`config.mk`:
```
export PLATFORM = sky130hd
export DESIGN_NAME = reorder_buffer
export DESIGN_NICKNAME = d
export VERILOG_FILES = /design/src/rtl/reorder_buffer.sv
export SDC_FILE = /design/constraint.sdc
export NUM_CORES = 1
export LEC_CHECK = 0
export BUFFER_PORTS_ARGS = -buffer_cell sky130_fd_sc_hd__buf_4
export CELL_PAD_IN_SITES_DETAIL_PLACEMENT = 1
export CELL_PAD_IN_SITES_GLOBAL_PLACEMENT = 1
export CORE_MARGIN = 2
export CORE_UTILIZATION = 52
export DETAILED_ROUTE_END_ITERATION = 6
export PLACE_DENSITY = 0.88
export SETUP_SLACK_MARGIN = 0.4
export SLEW_MARGIN = 15
export SYNTH_ARGS = -nofsm -noshare
export SYNTH_HDL_FRONTEND = slang
export SYNTH_SLANG_ARGS = --single-unit
```
`constraint.sdc`:
```
create_clock -name clk -period 7.8 [get_ports clk]
set_input_delay 1.56 -clock clk [delete_from_list [all_inputs] [get_ports clk]]
set_output_delay 1.56 -clock clk [all_outputs]
set_load 0.02 [all_outputs]
```
`src/rtl/reorder_buffer.sv`:
```
// Reorder buffer: allocates entries in program order, collects out-of-order
// writebacks, retires one completed head entry per cycle and supports flushes.
module reorder_buffer #(
    parameter int SIZE     = 8,
    parameter int WB_COUNT = 1
) (
    input  logic        clk,
    input  logic        rst_n,
    input  logic        IN_allocValid,
    input  logic [5:0]  IN_allocTagDst,
    input  logic [4:0]  IN_allocNmDst,
    output logic [5:0]  OUT_allocSqN,
    output logic        OUT_full,
    input  logic        IN_wbValid  [WB_COUNT],
    input  logic [5:0]  IN_wbSqN    [WB_COUNT],
    input  logic [31:0] IN_wbResult [WB_COUNT],
    input  logic        IN_invalidate,
    input  logic [5:0]  IN_invalidateSqN,
    output logic        OUT_commitValid,
    output logic [5:0]  OUT_commitTagDst,
    output logic [4:0]  OUT_commitNmDst,
    output logic [31:0] OUT_commitResult
);
    localparam int IDX_W = $clog2(SIZE);
    typedef logic [IDX_W-1:0] idx_t;

    logic [5:0]      head;
    logic [5:0]      tail;
    logic [5:0]      count;
    idx_t            head_idx;
    idx_t            tail_idx;
    logic [SIZE-1:0] ent_valid;
    logic [SIZE-1:0] ent_done;
    logic [5:0]      ent_tag    [SIZE];
    logic [4:0]      ent_nm     [SIZE];
    logic [31:0]     ent_result [SIZE];

    logic                alloc_ok;
    logic                commit;
    logic [WB_COUNT-1:0] wb_hit;
    logic [SIZE-1:0]     flush_mask;
    idx_t                slot_off;

    // Age compare on the 6-bit sqN ring: true when a is younger than b.
    function automatic logic younger(input logic [5:0] a, input logic [5:0] b);
        return $signed(a - b) > 0;
    endfunction

    assign count        = tail - head;
    assign head_idx     = head[IDX_W-1:0];
    assign tail_idx     = tail[IDX_W-1:0];
    assign OUT_full     = (count == 6'(SIZE));
    assign OUT_allocSqN = tail;
    assign alloc_ok     = IN_allocValid && !OUT_full && !IN_invalidate;
    assign commit       = (count != 6'd0) && ent_done[head_idx] &&
                          !(IN_invalidate && younger(head, IN_invalidateSqN));

    always_comb begin
        // NOTE: every combinational output gets a default before any branch so no latch is inferred.
        wb_hit     = '0;
        flush_mask = '0;
        slot_off   = '0;
        for (int p = 0; p < WB_COUNT; p++) begin
            wb_hit[p] = IN_wbValid[p]
                     && ent_valid[IN_wbSqN[p][IDX_W-1:0]]
                     && ((IN_wbSqN[p] - head) < count)
                     && !(IN_invalidate && younger(IN_wbSqN[p], IN_invalidateSqN));
        end
        for (int i = 0; i < SIZE; i++) begin
            slot_off      = idx_t'(i) - head_idx;
            flush_mask[i] = IN_invalidate && younger(head + 6'(slot_off), IN_invalidateSqN);
        end
    end

    always_ff @(posedge clk or negedge rst_n) begin
        if (!rst_n) begin
            head             <= '0;
            tail             <= '0;
            ent_valid        <= '0;
            ent_done         <= '0;
            OUT_commitValid  <= 1'b0;
            OUT_commitTagDst <= '0;
            OUT_commitNmDst  <= '0;
            OUT_commitResult <= '0;
        end else begin
            // NOTE: non-blocking updates; when several target the same bit the last one in source order wins.
            OUT_commitValid <= commit;
            if (commit) begin
                head             <= head + 6'd1;
                OUT_commitTagDst <= ent_tag[head_idx];
                OUT_commitNmDst  <= ent_nm[head_idx];
                OUT_commitResult <= ent_result[head_idx];
            end
            if (IN_invalidate) begin
                tail <= IN_invalidateSqN + 6'd1;
            end else if (alloc_ok) begin
                tail <= tail + 6'd1;
            end
            for (int p = 0; p < WB_COUNT; p++) begin
                if (wb_hit[p]) begin
                    ent_done[IN_wbSqN[p][IDX_W-1:0]] <= 1'b1;
                end
            end
            if (alloc_ok) begin
                ent_valid[tail_idx] <= 1'b1;
                ent_done[tail_idx]  <= 1'b0;
            end
            if (commit) begin
                ent_valid[head_idx] <= 1'b0;
                ent_done[head_idx]  <= 1'b0;
            end
            for (int i = 0; i < SIZE; i++) begin
                if (flush_mask[i]) begin
                    ent_valid[i] <= 1'b0;
                    ent_done[i]  <= 1'b0;
                end
            end
        end
    end

    // NOTE: payload storage has no reset; valid/done bits alone decide whether a slot holds data.
    always_ff @(posedge clk) begin
        if (alloc_ok) begin
            ent_tag[tail_idx] <= IN_allocTagDst;
            ent_nm[tail_idx]  <= IN_allocNmDst;
        end
        for (int p = 0; p < WB_COUNT; p++) begin
            if (wb_hit[p]) begin
                ent_result[IN_wbSqN[p][IDX_W-1:0]] <= IN_wbResult[p];
            end
        end
    end

endmodule
```
==> results.cfg, run 1 <==
[routing]
ant_nets = 0
drtIter0Drc = 1236
drc = 0
vias = 11223
wl_um = 50700
wire_per_inst_um = 28.5
firstDrtPassIters = 5
vias_per_cell = 6.31

[worst_setup_path]
reg2regPathDepth = 12
path_cells = inv_1 -> ha_1 -> nor2b_1 -> o2111ai_1 -> a21oi_1 -> nor2_1 -> ha_1 -> a211oi_1 -> nand3_1 -> or4_1 -> inv_1 -> buf_4
critPathCaptureType = flop
crit_type = flop to flop
critical_path.max_stage_delay_ns = 0.93
cp-startpoint = head[1]$_DFFE_PN0P_
slowest_stage = dfrtp_4
cpLargestDelayFamily = buffers and inverters
crit_buf_inv = 3
rrSetupSlack_ns = 1.94
rr_startpoint = head[1]$_DFFE_PN0P_
cp.required_ns = 8.03
start_kind = flop
rr_endpoint = ent_result[5][14]$_DFFE_PP_
arrival_ns = 6.09
path_max_fanout = 50

[power]
power.density_nw_per_um2 = 406
p_leak_nw = 7.77
power_mw = 8.65
ir_worst_vdd_uv = 256

[final_layout]
fin_nets = 1423
diodes = 0
finalInstanceArea_um2 = 21300
final_cell_mix = edfxtp_1 (344), buf_4 (135), nand2_1 (103)
area_growth_syn_to_layout_pct = 15.7
drive_above_1_share = 0.249
fillers = 3108
final_common_cell = edfxtp_1

[logic_synthesis]
syn-num-nets = 1296
avgSynthCellArea_um2 = 15.8
synth_edf_count = 344
syn_area_um2 = 18400
synth_flop_cell = edfxtp_1
synth-warning-count = 0
yosysSeqAreaShare = 0.659
async_flop_share = 0.173
postSynthCellCount = 1165
synthDistinctLibCells = 66
ys_seq_elements = 416

[timing]
finalMaxSlewViolations = 0
setup_viol = 0
worst_pin_slew_ns = 1.02
rsz0062_at_grt = false
min_period_ns = 5.86
tns_ns = 0
period_share = 0.752
fmax_mhz = 171
relSlewSlack = 0.321
hold_violations = 0
fin_skew_ns = 0.0454

[cts]
cts_num_sinks = 416
holdBufCountCts = 0
cts_resized = 0
cts_buffer_depth = 3
cts_buffers = 42
clk_latency_ns = 0.56
postCtsSetupBuffers = 0
clockRootBuffer = clkbuf_16
cts_max_level = 2
cts_tree = done
clk_pin_slew_ns = 0.06

[placed_design]
globalplace.congestion = 0.855
port_buffers = 110
postPlaceCellArea_um2 = 19900
place_hpwl_um = 31000

[global_route]
track_usage = 0.283
grt_max_degree = 66
grt_pass1_vias = 12227
antenna_found_initial = 0
grt_pass1_wl_um = 76400
grt-ovfl-total = 0

[hold_path]
hp-class = flop to flop
holdPathEnd = ent_valid[0]$_DFF_PN0_
hold_start = ent_valid[0]$_DFF_PN0_
hold_depth = 2

[floorplan]
die_x_um = 192
die_y_um = 192
core_area_um2 = 34700
ios = 111
die_area_um2 = 37000
rows = 68
start_util = 0.531

[run]
cap_violations = 0

[status]
outcome = finished, final reports clean
-- cell type report --
cell class	count	area [µm²]	area share
clock inverters	18	248	0.0116
multi-input cells	649	5970	0.280
inverters	48	181	0.00851
clock buffers	59	1200	0.0561
repair buffers	135	1010	0.0475
well taps	455	569	0.0267
flip-flops and latches	416	12100	0.570
-- cells in the mapped netlist, types with 3 or more instances --
master       n  share of area
edfxtp_1   344           0.56
nand2_1    103          0.021
mux4_2      88           0.11
nor2_1      81          0.017
dfrtp_1     72          0.098
ha_1        64          0.043
a31oi_1     47          0.016
inv_1       47         0.0096
xor2_1      35          0.017
clkbuf_1    30         0.0061
xnor2_1     26          0.012
a211oi_1    21         0.0086
a21oi_1     21         0.0057
o21ai_0     17         0.0046
a21o_1      13         0.0053
buf_2       13         0.0035
nor3_1      11         0.0030
mux2i_1      9         0.0049
nand3_1      9         0.0024
o31ai_1      9         0.0037
buf_1        8         0.0016
fa_1         7         0.0076
and3_1       5         0.0017
nor2b_1      5         0.0017
o2111ai_1    5         0.0024
o21ba_2      5         0.0027
or2_2        5         0.0017
mux2_2       4         0.0024
nand3b_1     4         0.0016
nor4_1       4         0.0014
nor4b_1      4         0.0019
nand2b_1     3         0.0010
o211ai_1     3         0.0012
or4_1        3         0.0012
-- power by group --
part	internal (mW)	switching, mW	total (mW)
registers	2.65	0.253	2.90
clock network	1.24	0.853	2.10
logic	1.53	2.13	3.66
-- kinds of logic after synthesis --
group                      share of synthesized area
AOI/OAI and AO/OA                             0.0638
xor gates and xnor gates                      0.0299
adders and majority gates                     0.0511
buffers and inverters                         0.0217
DFF                                            0.659
muxes                                          0.116
and+or+nand+nor                               0.0596
-- sequential cells by signal, summed over array words and instances, names as in the netlist --
name,cells
ent_nm,40
OUT_commitTagDst,6
ent_tag,48
ent_valid,8
ent_done,8
head,6
ent_result,256
OUT_commitNmDst,5
OUT_allocSqN,6
OUT_commitValid,1
OUT_commitResult,32
-- tightest hold or removal path: cells and delay by family, from the launching register on --
family           cells  cell delay, ns
flip-flops           1            0.36
AND/OR/NAND/NOR      2            0.13
-- per-layer routing --
metal,vias up,track usage,routed length (µm)
met5,-,0,0
met4,0,0.113,2030
met3,145,0.0455,3870
met2,562,0.479,25500
met1,5775,0.368,19300
li1,4741,-,-
-- stage by stage --
step	util	cells	setup WS [ns]	hold WS, ns
2_1_floorplan	-	1165	0.456	0.466
3_3_place_gp	0.572	1703	2.16	0.486
3_5_place_dp	0.572	1703	1.97	0.509
4_1_cts	0.614	1780	2.01	0.529
5_1_grt	0.614	1780	1.64	0.556
6_report	0.614	1780	1.94	0.527
-- worst max path at each step --
stage / cells after the start / endpoint / slack, ns
floorplan: 12 / ent_result[7][0]$_DFFE_PP_ / 0.46
global placement: 15 / ent_result[6][15]$_DFFE_PP_ / 2.16
detailed placement: 15 / ent_result[6][15]$_DFFE_PP_ / 1.97
CTS: 12 / ent_result[5][31]$_DFFE_PP_ / 2.01
global route: 12 / ent_result[5][31]$_DFFE_PP_ / 1.64
finish: 12 / ent_result[5][14]$_DFFE_PP_ / 1.94
No activity file was read; power rests on OpenSTA's default activity.
==> run 2, diff against run 1 <==
==> constraint.sdc (replaced) <==
create_clock -name clk -period 5.4 [get_ports clk]
set_input_delay 1.08 -clock clk [delete_from_list [all_inputs] [get_ports clk]]
set_output_delay 1.08 -clock clk [all_outputs]
set_load 0.02 [all_outputs]
==> run 2 against run 1 <==
Against the previous run: global-route usage rose by 0.43 points; cell area is 0.54% higher; sequential cell count unchanged; critical path type unchanged; setup slack lost 0.88 ns; sequential power is 41% higher; clock power increased by 45%; count of clock-buffer cells in the layout increased by 1; cell count barely moved.
==> results.cfg, run 2 (synthesis gave the netlist of run 1 again) <==
[status]
outcome = finished, final reports clean

[worst_setup_path]
start_kind = flop
cp.required_ns = 5.63
path_cells = inv_1 -> ha_1 -> a21o_1 -> a21o_1 -> a21o_1 -> a21oi_1 -> xnor2_1 -> ha_1 -> a211oi_1 -> nand3_1 -> or4b_1 -> inv_1 -> buf_12
critical_path.max_stage_delay_ns = 0.70
slowest_stage = or4b_1
crit_type = flop to flop
path_common_cell = a21o_1
path_max_fanout = 32
critPathCaptureType = flop
arrival_ns = 4.58
crit_buf_inv = 3
cpLargestDelayFamily = simple AND/OR/NAND/NOR gates

[routing]
vias_per_cell = 6.26
drtIter0Drc = 845
wire_per_inst_um = 28.8
drc = 0
firstDrtPassIters = 5
ant_nets = 0
vias = 11153
wl_um = 51400

[timing]
worst_pin_slew_ns = 1.06
fin_skew_ns = 0.0274
finalMaxSlewViolations = 0
hold_slack_ns = 0.516
rsz0062_at_grt = false
layout_setup_ws_ns = 1.05
min_period_ns = 4.35
relSlewSlack = 0.293
period_share = 0.805
setup_viol = 0
fmax_mhz = 230
tns_ns = 0
hold_violations = 0

[cts]
postCtsSetupBuffers = 0
cts_buffer_depth = 3
cts_num_sinks = 416
clockRootBuffer = clkbuf_16
cts_resized = 0
cts_buffers = 43
clk_pin_slew_ns = 0.07
holdBufCountCts = 0
clk_latency_ns = 0.56
cts_tree = done
cts_max_level = 2

[floorplan]
rows = 68
core_area_um2 = 34700
ios = 111
start_util = 0.531
die_y_um = 192
die_x_um = 192
die_area_um2 = 37000

[placed_design]
port_buffers = 110
pre_cts_ws_ns = 0.676
place_hpwl_um = 30400
globalplace.congestion = 0.820

[power]
internal-power_mw = 7.83
switching_share = 0.376
p_leak_nw = 7.81
power_frac_clock = 0.243
p_switching_mw = 4.71
power.density_nw_per_um2 = 585
power.share.sequential = 0.327
combPwrFrac = 0.430
ir_worst_vdd_uv = 432

[hold_path]
hp-class = flop to flop

[global_route]
grt_pass1_vias = 12271
grt_pass1_wl_um = 77500
grt-ovfl-total = 0
antenna_found_initial = 0
track_usage = 0.287
grt_max_degree = 101

[final_layout]
regArea_um2 = 12100
final_cell_mix = edfxtp_1 (344), buf_4 (129), nand2_1 (103)
largest_reg_flops = 256
fillers = 3141
final_common_cell = edfxtp_1
area_growth_syn_to_layout_pct = 16.3
fin_nets = 1424
multi_input_area_um2 = 6010
drive_above_1_share = 0.251

[run]
cap_violations = 0
==> run 2: cell count changes in the layout (fill, tap and decap cells not counted), moves of 3 or more <==
cell	before	now
buf_12	0	6
buf_4	135	129
nor3_2	6	3
nor3_4	0	3
==> run 2: per-stage QoR <==
| stage | util | power [mW] | cells | instance area [µm²] |
|---|---|---|---|---|
| after global placement | 0.576 | 9.09 | 1703 | 20000 |
| final | 0.617 | 12.5 | 1781 | 21400 |
| after CTS | 0.617 | 12.6 | 1780 | 21400 |
| after floorplan | - | 7.79 | 1165 | 18400 |
| after detailed placement | 0.576 | 9.40 | 1703 | 20000 |
| after global routing | 0.617 | 13.2 | 1780 | 21400 |
==> run 2: final timing paths <==
kind	depth (start not counted)	end	startpoint	slack, ns
hold / removal	1	ent_valid[1]$_DFF_PN0_	ent_valid[1]$_DFF_PN0_	0.52
setup reg to reg	13	ent_result[6][5]$_DFFE_PP_	head[1]$_DFFE_PN0P_	1.05
hold reg to reg	1	ent_valid[1]$_DFF_PN0_	ent_valid[1]$_DFF_PN0_	0.52
max in group asynchronous	2	head[0]$_DFFE_PN0P_	rst_n	3.82
setup / recovery	13	ent_result[6][5]$_DFFE_PP_	head[1]$_DFFE_PN0P_	1.05
min in group asynchronous	1	OUT_commitResult[20]$_DFFE_PN0P_	rst_n	0.57
==> run 2: worst reg2reg max path, stage by stage (launching register included) <==
cell and delay [ns]:
dfrtp_4 0.48, inv_1 0.38, ha_1 0.33, a21o_1 0.16, a21o_1 0.19, a21o_1 0.17
a21oi_1 0.16, xnor2_1 0.14, ha_1 0.26, a211oi_1 0.23, nand3_1 0.44, or4b_1 0.70
inv_1 0.14, buf_12 0.22
==> run 2: power groups by stage <==
| stage | combinational (mW) | clock, mW | sequential (mW) |
|---|---|---|---|
| after global routing | 5.87 | 3.17 | 4.12 |
| after detailed placement | 5.26 | 0 | 4.14 |
| final | 5.39 | 3.05 | 4.10 |
| after global placement | 4.98 | 0 | 4.11 |
| after floorplan | 3.53 | 0 | 4.26 |
| after CTS | 5.39 | 3.07 | 4.10 |
==> run 2: routing by layer <==
layer,global-route usage,wire [µm],vias to the layer above
met4,0.105,1660,0
met2,0.507,26900,494
met1,0.362,19400,5794
met5,0,0,-
met3,0.0420,3390,124
li1,-,-,4741
==> run 2: area by class of cell <==
class | count | share of cell area
antenna | 1 | 0.000117
clock inverter | 17 | 0.0107
tap | 455 | 0.0266
clock buffer | 60 | 0.0565
sequential | 416 | 0.566
inverter | 48 | 0.00847
multi-input combinational | 649 | 0.280
timing repair buffer | 135 | 0.0508
==> run 3, diff against run 2 <==
--- a/config.mk
+++ b/config.mk
@@ -9,9 +9,9 @@
 export CELL_PAD_IN_SITES_DETAIL_PLACEMENT = 1
 export CELL_PAD_IN_SITES_GLOBAL_PLACEMENT = 1
 export CORE_MARGIN = 2
-export CORE_UTILIZATION = 52
+export CORE_UTILIZATION = 47
 export DETAILED_ROUTE_END_ITERATION = 6
-export PLACE_DENSITY = 0.88
+export PLACE_DENSITY = 0.84
 export SETUP_SLACK_MARGIN = 0.4
 export SLEW_MARGIN = 15
 export SYNTH_ARGS = -nofsm -noshare
==> constraint.sdc (replaced) <==
create_clock -name clk -period 3.69 [get_ports clk]
set_input_delay 0.738 -clock clk [delete_from_list [all_inputs] [get_ports clk]]
set_output_delay 0.738 -clock clk [all_outputs]
set_load 0.02 [all_outputs]
==> run 3 against run 2 <==
Against the previous run: sequential share of layout area down 3.7 points; cell area is 6.9% higher; clock skew decreased by 0.0058 ns; routed wire length grew 11%; register-to-register slack got worse by 1.0 ns; setup slack got worse by 1.0 ns; critical endpoint is now ent_result[6][17]$_DFFE_PP_; non-clock buffer count up 84; sequential cell count unchanged; power rose by 56%; clock power rose by 50%; critical path type unchanged; via count rose by 5.5%; highest routed layer is now met5.
==> results.cfg, run 3 (synthesis gave the netlist of run 1 again) <==
[status]
outcome = finished, final reports clean

[cts]
cts_max_level = 2
cts_tree = done
cts_num_sinks = 416
cts_buffers = 45
clk_latency_ns = 0.57
cts_buffer_depth = 3
holdBufCountCts = 0
clockRootBuffer = clkbuf_16
clk_pin_slew_ns = 0.06

[global_route]
antenna_found_initial = 5
grt_max_degree = 54
grt-ovfl-total = 0
grt_pass1_wl_um = 80800
grt_pass1_vias = 12809
track_usage = 0.266

[routing]
firstDrtPassIters = 5
wire_per_inst_um = 29.4
vias = 11767
vias_per_cell = 6.07
drc = 0
wl_um = 57100
ant_nets = 0
drtIter0Drc = 1058

[placed_design]
postPlaceCellArea_um2 = 20700
globalplace.congestion = 0.855
place_hpwl_um = 31900
port_buffers = 110
pre_cts_ws_ns = -0.432
place_inst = 1819

[floorplan]
ios = 111
die_area_um2 = 40800
core_area_um2 = 38600
die_y_um = 202
start_util = 0.477
die_x_um = 202
rows = 72

[timing]
min_period_ns = 3.66
hold_slack_ns = 0.267
relSlewSlack = 0.243
setup_viol = 0
fmax_mhz = 273
finalMaxSlewViolations = 0
layout_setup_ws_ns = 0.0316
hold_violations = 0
fin_skew_ns = 0.0216
worst_pin_slew_ns = 1.13
period_share = 0.991
rsz0062_at_grt = true

[final_layout]
fin_nets = 1510
largest_reg_flops = 256
final_common_cell = edfxtp_1
final_cell_mix = edfxtp_1 (344), buf_4 (182), nand2_1 (103)
finalInstanceArea_um2 = 22900
fin_cells = 1938
area_growth_syn_to_layout_pct = 24.4
drive_above_1_share = 0.332

[worst_setup_path]
path_max_fanout = 13
crit_type = flop to flop
start_kind = flop
arrival_ns = 3.92
critPathCaptureType = flop
cp.required_ns = 3.95
rrSetupSlack_ns = 0.03

[power]
combPwrFrac = 0.460
switching_share = 0.381
power.share.sequential = 0.305
power_mw = 19.5
p_switching_mw = 7.42
ir_worst_vdd_uv = 490
power.density_nw_per_um2 = 851
power_frac_clock = 0.235
p_leak_nw = 8.38
internal-power_mw = 12.1

[run]
cap_violations = 0

[hold_path]
hp-class = primary input to async pin
==> run 3: cell types whose count changed in the layout (fill, tap and decap cells not counted), sizes merged <==
cell	delta
clkinvlp	+7
diode	+3
buf	+72
clkbuf	+9
inv	-4
clkinv	+6
bufbuf	+2
bufinv	-1
==> run 3: repair_timing <==
item,in CTS,in global routing
pin swaps,9,3
cloned,3,10
buffers inserted,12,6
resized for setup,37,15
endpoints found under the setup margin,318,320
==> run 3: path summary, 6_finish.rpt <==
check | depth (start not counted) | start | end
min in group clk | 1 | IN_allocTagDst[5] | ent_tag[0][5]$_DFFE_PP_
hold / removal | 1 | rst_n | OUT_commitValid$_DFF_PN0_
max in group asynchronous | 2 | rst_n | OUT_commitResult[5]$_DFFE_PN0P_
setup / recovery | 14 | head[1]$_DFFE_PN0P_ | ent_result[6][17]$_DFFE_PP_
setup reg to reg | 14 | head[1]$_DFFE_PN0P_ | ent_result[6][17]$_DFFE_PP_
hold reg to reg | 1 | ent_done[2]$_DFF_PN0_ | ent_done[2]$_DFF_PN0_
==> run 3: power by group through the flow <==
| stage | clock network, mW | registers, mW | logic (mW) |
|---|---|---|---|
| after floorplan | 0 | 6.23 | 5.37 |
| final | 4.59 | 5.95 | 8.97 |
| after CTS | 4.58 | 5.93 | 8.73 |
| after global routing | 4.77 | 5.98 | 9.71 |
| after global placement | 0 | 5.97 | 7.89 |
| after detailed placement | 0 | 6.00 | 8.28 |
==> run 3: through the flow <==
stage	setup TNS, ns	utilization
2_1_floorplan	-100.75	-
4_1_cts	0	0.583
6_report	0	0.593
3_3_place_gp	-33.68	0.535
3_5_place_dp	-53.00	0.535
5_1_grt	-8.87	0.593
==> run 3: area by class of cell <==
cell class,instances,area (µm²)
fill,3507,15700
antenna,4,10.0
clock buffer,59,1250
tap,518,648
timing repair buffer,219,2130
sequential,416,12100
clock inverter,25,226
inverter,48,208
multi-input combinational,649,6300
==> run 3: critical path, cell delays in order, from the launching register on <==
cell and delay [ns]:
dfrtp_4 0.42, clkinvlp_4 0.17, ha_4 0.27, a21o_1 0.16, a21o_1 0.17, a21o_1 0.17
a21oi_2 0.14, xnor2_1 0.10, ha_1 0.33, a211oi_2 0.27, nand3_4 0.15, or4b_4 0.55
clkinvlp_4 0.16, buf_12 0.12, buf_12 0.14
==> run 3: metal layers <==
metal / track usage / part of all wire
met1: 0.336 / 0.38
met2: 0.463 / 0.51
met3: 0.0366 / 0.061
met4: 0.113 / 0.042
met5: 0 / 0.00023
